--- src/rtl/fft_frame_sequencer.sv ---
// Frame-level load/unload controller for an in-place CoreFFT with a streaming front and back end.
// Optional frame statistics counters are built only when FFT_SEQ_STATS_EN is defined.
module fft_frame_sequencer #(
  parameter int WIDTH  = 10,
  parameter int POINTS = 32
) (
  input  logic               clk,
  input  logic               reset,
  input  logic               sValid,
  output logic               sReady,
  input  logic [2*WIDTH-1:0] sData,
  input  logic               fftBufReady,
  output logic               fftDataiValid,
  output logic [2*WIDTH-1:0] fftDatai,
  input  logic               fftOutpReady,
  output logic               fftReadOutp,
  input  logic               fftDataoValid,
  input  logic [2*WIDTH-1:0] fftDatao,
  output logic               mValid,
  output logic [2*WIDTH-1:0] mData,
  output logic               mLast,
  input  logic               mReady,
  output logic [2:0]         frameErr,
  input  logic               errClr,
  output logic [15:0]        framesIn,
  output logic [15:0]        framesOut
);

  localparam int CW = $clog2(POINTS) + 1;
  localparam logic [CW-1:0] LAST_IDX = CW'(POINTS - 1);

  typedef enum logic {
    LOAD     = 1'b0,
    WAIT_BUF = 1'b1
  } InState;

  typedef enum logic [1:0] {
    O_IDLE = 2'd0,
    O_READ = 2'd1,
    O_WAIT = 2'd2
  } OutState;

  InState        inState, inStateNext;
  OutState       outState, outStateNext;
  logic [CW-1:0] inCnt, inCntNext;
  logic [CW-1:0] outCnt, outCntNext;
  logic          readOutpNext;
  logic          sAccept;
  logic          errAbort, errShort, errDrop;
  logic [2:0]    frameErrNext;

  // Handshake: a sample transfers on any cycle with sValid & sReady; sReady never depends on sValid.
  // The output side has no per-sample backpressure: mReady is only sampled to start an unload.
  assign sReady        = ~reset & (inState == LOAD) & fftBufReady;
  assign sAccept       = sValid & sReady;
  assign fftDataiValid = sAccept;
  assign fftDatai      = reset ? '0 : sData;

  // Input FSM: count accepted samples; a buffer pulled away mid-frame aborts the partial frame.
  always_comb begin
    inStateNext = inState;
    inCntNext   = inCnt;
    errAbort    = 1'b0;
    unique case (inState)
      LOAD: begin
        if (sAccept) begin
          if (inCnt == LAST_IDX) begin
            inStateNext = WAIT_BUF;
            inCntNext   = '0;
          end else begin
            inCntNext = inCnt + 1'b1;
          end
        end else if (!fftBufReady && (inCnt != '0)) begin
          errAbort  = 1'b1;
          inCntNext = '0;
        end
      end
      WAIT_BUF: begin
        if (!fftBufReady) inStateNext = LOAD;
      end
      default: begin
        inStateNext = LOAD;
        inCntNext   = '0;
      end
    endcase
  end

  // Output FSM: READ_OUTP is registered, so it rises the cycle after the unload is granted.
  always_comb begin
    outStateNext = outState;
    outCntNext   = outCnt;
    readOutpNext = fftReadOutp;
    errShort     = 1'b0;
    unique case (outState)
      O_IDLE: begin
        if (fftOutpReady && mReady) begin
          outStateNext = O_READ;
          readOutpNext = 1'b1;
        end
      end
      O_READ: begin
        if (fftDataoValid && (outCnt == LAST_IDX)) begin
          outStateNext = O_WAIT;
          readOutpNext = 1'b0;
        end else if (!fftOutpReady) begin
          errShort     = 1'b1;
          outStateNext = O_IDLE;
          readOutpNext = 1'b0;
          outCntNext   = '0;
        end else if (fftDataoValid) begin
          outCntNext = outCnt + 1'b1;
        end
      end
      O_WAIT: begin
        if (!fftOutpReady) begin
          outStateNext = O_IDLE;
          outCntNext   = '0;
        end
      end
      default: begin
        outStateNext = O_IDLE;
        outCntNext   = '0;
        readOutpNext = 1'b0;
      end
    endcase
  end

  // A registered sample the sink was not ready for is lost.
  assign errDrop      = mValid & ~mReady;
  assign frameErrNext = (errClr ? 3'b000 : frameErr) | {errDrop, errShort, errAbort};

  always_ff @(posedge clk or posedge reset) begin
    if (reset) begin
      inState     <= LOAD;
      inCnt       <= '0;
      outState    <= O_IDLE;
      outCnt      <= '0;
      fftReadOutp <= 1'b0;
      frameErr    <= 3'b000;
    end else begin
      inState     <= inStateNext;
      inCnt       <= inCntNext;
      outState    <= outStateNext;
      outCnt      <= outCntNext;
      fftReadOutp <= readOutpNext;
      frameErr    <= frameErrNext;
    end
  end

  always_ff @(posedge clk or posedge reset) begin
    if (reset) begin
      mValid <= 1'b0;
      mData  <= '0;
      mLast  <= 1'b0;
    end else begin
      mValid <= fftDataoValid & (outState == O_READ);
      mLast  <= fftDataoValid & (outState == O_READ) & (outCnt == LAST_IDX);
      if (fftDataoValid && (outState == O_READ)) mData <= fftDatao;
    end
  end

`ifdef FFT_SEQ_STATS_EN
  always_ff @(posedge clk or posedge reset) begin
    if (reset) begin
      framesIn  <= 16'h0000;
      framesOut <= 16'h0000;
    end else begin
      if ((inState == LOAD) && (inStateNext == WAIT_BUF)) framesIn <= framesIn + 16'h0001;
      if (mLast && mValid) framesOut <= framesOut + 16'h0001;
    end
  end
`else
  assign framesIn  = 16'h0000;
  assign framesOut = 16'h0000;
`endif

endmodule

--- config.mk ---
export PLATFORM = sky130hd
export DESIGN_NAME = fft_frame_sequencer
export DESIGN_NICKNAME = d
export VERILOG_FILES = /design/src/rtl/fft_frame_sequencer.sv
export SDC_FILE = /design/constraint.sdc
export NUM_CORES = 1
export LEC_CHECK = 0
export BUFFER_PORTS_ARGS = -buffer_cell sky130_fd_sc_hd__buf_2
export CAP_MARGIN = 5
export CORE_MARGIN = 2
export CORE_UTILIZATION = 44
export DETAILED_ROUTE_END_ITERATION = 8
export HOLD_SLACK_MARGIN = 0.02
export MAX_ROUTING_LAYER = met4
export PLACE_DENSITY_LB_ADDON = 0.2
export SYNTH_ARGS = -nofsm -noshare
export SYNTH_HDL_FRONTEND = slang
export SYNTH_SLANG_ARGS = --single-unit
--- constraint.sdc ---
create_clock -name clk -period 2.06 [get_ports clk]
set_clock_uncertainty 0.15 [all_clocks]
set_input_delay 0.309 -clock clk [delete_from_list [all_inputs] [get_ports clk]]
set_output_delay 0.309 -clock clk [all_outputs]
set_load 0.1 [all_outputs]
==> metrics.cfg <==
[timing]
setup_ws_ns = 0.122
finalHoldViolations = 0
period_minus_slack_ns = 1.94
slew_viol_final = 0
rsz0062_at_grt = no
setup_tns_ns = 0
finalSetupViolCount = 0
fmax_ghz = 0.516
period_share_pct = 94.1

[synth]
async_reset_ff_share_pct = 100
synth-compound-area-share_pct = 9.47
syn_area_per_cell_um2 = 10.5
synth-main-ff-cell = dfrtp_1
synth.area.mux_share_pct = 11.2
synth_adder_area_share_pct = 1.71
synth-xor-area-share_pct = 0.799
synth-simple-area-share_pct = 16.0
synthDistinctLibCells = 33
syn_inst = 209
synth-seq-cells = 41
yosysSeqAreaShare_pct = 46.8
synth_edf_count = 0
synth_top_family_by_area = simple AND/OR/NAND/NOR gates
synthesis.area_um2 = 2190
ys_warn_count = 0

[route]
drt-total-wl_mm = 4.61
wl_per_cell_um = 12.2
firstDrtPassIters = 4
via_per_inst = 4.64
route.detailed.drc = 0
ant_nets = 0
dr.first_iter.drc_count = 61
vias = 1755

[setup_path]
cp.depth = 4
worst_ep_required_time_ns = 1.60
worstSetupPathType = flip-flop to output pin
arrival_ns = 1.48
critPathBufInv = 2
path_cells = nor3b_4 -> nand2_2 -> clkinvlp_4 -> buf_12
worst_path_max_delay_cell = dfrtp_1
reg2reg_depth = 6
crit_fanout = 6
start_kind = flip-flop
cpLargestDelayFamily = flip-flops
slowest_delay_ns = 0.42
crit_path_end_kind = output pin

[global_route]
grt_pass1_wl_mm = 6.92
grt_max_degree = 34
track_usage_pct = 16.9
grt_pass1_vias = 1537
grt_antenna_before_repair = 0
grt_overflow = 0

[job]
drv_cap = 0

[power]
power.density_nw_per_um2 = 1120
p_leak_nw = 1.44
vdd_drop_max_mv = 0.698
finalPower_mw = 3.22

[placement]
dp_slack_ns = 0.189
dp_hpwl_mm = 3.65
gp_congestion = 0.843
place_inst = 370
port_buffers = 95

[die]
die_w_um = 74.6
io_pins = 128
start_util_pct = 46.1
core_area_um2 = 4750
rows = 25
fp.dieH_um = 74.6
floorplan.die_area_um2 = 5560

[final_layout]
syn_to_final_growth_pct = 31.0
nets = 361
final_cells = 378
drive_gt1_share_pct = 49.5
fin_util_pct = 60.4
diodes = 0

[cts]
cts_tree = done
cts_setup_buffers = 0
numCtsBuffers = 5
cts_root_buffer = clkbuf_8
cts_resized = 0
cts.clk_slew.worst_paths_ns = 0.08
cts_sinks = 41
clock_latency_ns = 0.29
cts_htree_levels = 2
hold_buffers = 0
clockBufferDepth = 2

[worst_hold_path]
hold_depth = 2
min_path_type = input port to flip-flop

[run_status]
run_status = complete, no violations

## flip-flops by register name, summed over array words and instances, names as in the netlist
name	cells
outCnt	6
frameErr	3
mValid	1
inCnt	6
mLast	1
fftReadOutp	1
outState	2
inState	1
mData	20
## worst register-to-register path, cell delays in order (launching register included)
cell and delay, ns:
dfrtp_1 0.44, inv_1 0.08, ha_1 0.13, or4b_1 0.45, o21ai_2 0.21, and2_1 0.20
o2bb2ai_1 0.14
## cell usage in the layout, fill, tap and decap left out, drive strengths merged, types with 2 or more instances in the layout
master    netlist  final
buf            34     99
dfrtp          41     41
conb            1     32
nor2b          23     23
mux2           20     20
o21ai          12     12
inv            11     10
nand2          10     10
nor2            8      8
nand3           8      8
o31ai           7      7
clkbuf          2      5
nand2b          4      4
o22ai           4      4
nand3b          3      3
ha              3      3
clkinvlp        0      2
mux2i           2      2
xnor2           2      2
and3            2      2
## metal layers
| layer | GRT usage [%] | up-vias | part of all wire (%) |
|---|---|---|---|
| met1 | 22.2 | 805 | 43 |
| met3 | 3.52 | 2 | 8.9 |
| li1 | - | 851 | - |
| met4 | 4.17 | 0 | 0.41 |
| met2 | 26.8 | 97 | 48 |
| met5 | - | - | 0 |
## cell usage after synthesis (2+ instances only)
| library cell | n | area (µm²) |
|---|---|---|
| dfrtp_1 | 41 | 1030 |
| buf_4 | 34 | 255 |
| nor2b_1 | 23 | 144 |
| mux2_2 | 20 | 225 |
| inv_1 | 11 | 41.3 |
| nand2_1 | 10 | 37.5 |
| o21ai_0 | 9 | 45.0 |
| nand3_1 | 8 | 40.0 |
| nor2_1 | 8 | 30.0 |
| o31ai_1 | 7 | 52.6 |
| nand2b_1 | 4 | 25.0 |
| o22ai_1 | 4 | 25.0 |
| ha_1 | 3 | 37.5 |
| nand3b_1 | 3 | 22.5 |
| and3_1 | 2 | 12.5 |
| clkbuf_1 | 2 | 7.51 |
| mux2i_1 | 2 | 20.0 |
| o21ai_1 | 2 | 10.0 |
| xnor2_1 | 2 | 17.5 |
## metrics by stage
stage          hold slack (ns)  instance area [µm²]
2_1_floorplan            0.248                 2370
3_3_place_gp             0.335                 2760
3_5_place_dp             0.340                 2760
4_1_cts                 0.0863                 2870
5_1_grt                 0.0855                 2870
6_report                0.0926                 2870
## logic make-up after synthesis
group           Yosys count
buf+inv                  47
simple gates             62
compound gates           31
mux                      22
flops                    41
fa+ha+maj                 3
xor+xnor                  2
other cells               1
## final cells by class
type	instances	area [µm²]
fillers	433	1880
repair buffers	99	561
flip-flops and latches	41	1030
well taps	67	83.8
inverters	11	45.0
multi-input cells	152	1040
clock buffers	5	68.8
clock inverters	3	46.3
## where the power goes
part	switching [mW]	internal, mW
Sequential	0.0817	0.922
Clock	0.285	0.363
Combinational	1.31	0.260
Total	1.68	1.54
## worst paths after layout
| check | from | end | slack [ns] |
|---|---|---|---|
| max reg2reg | inCnt[0] | inCnt[5] | 0.19 |
| min reg2reg | mData[9] | mData[9] | 0.36 |
| min | errClr | frameErr[1] | 0.09 |
| max in group asynchronous | reset | frameErr[2] | 1.05 |
| max | inState | fftDataiValid | 0.12 |
| min in group asynchronous | reset | inCnt[4] | 0.21 |
(Power assumes the default switching activity.)
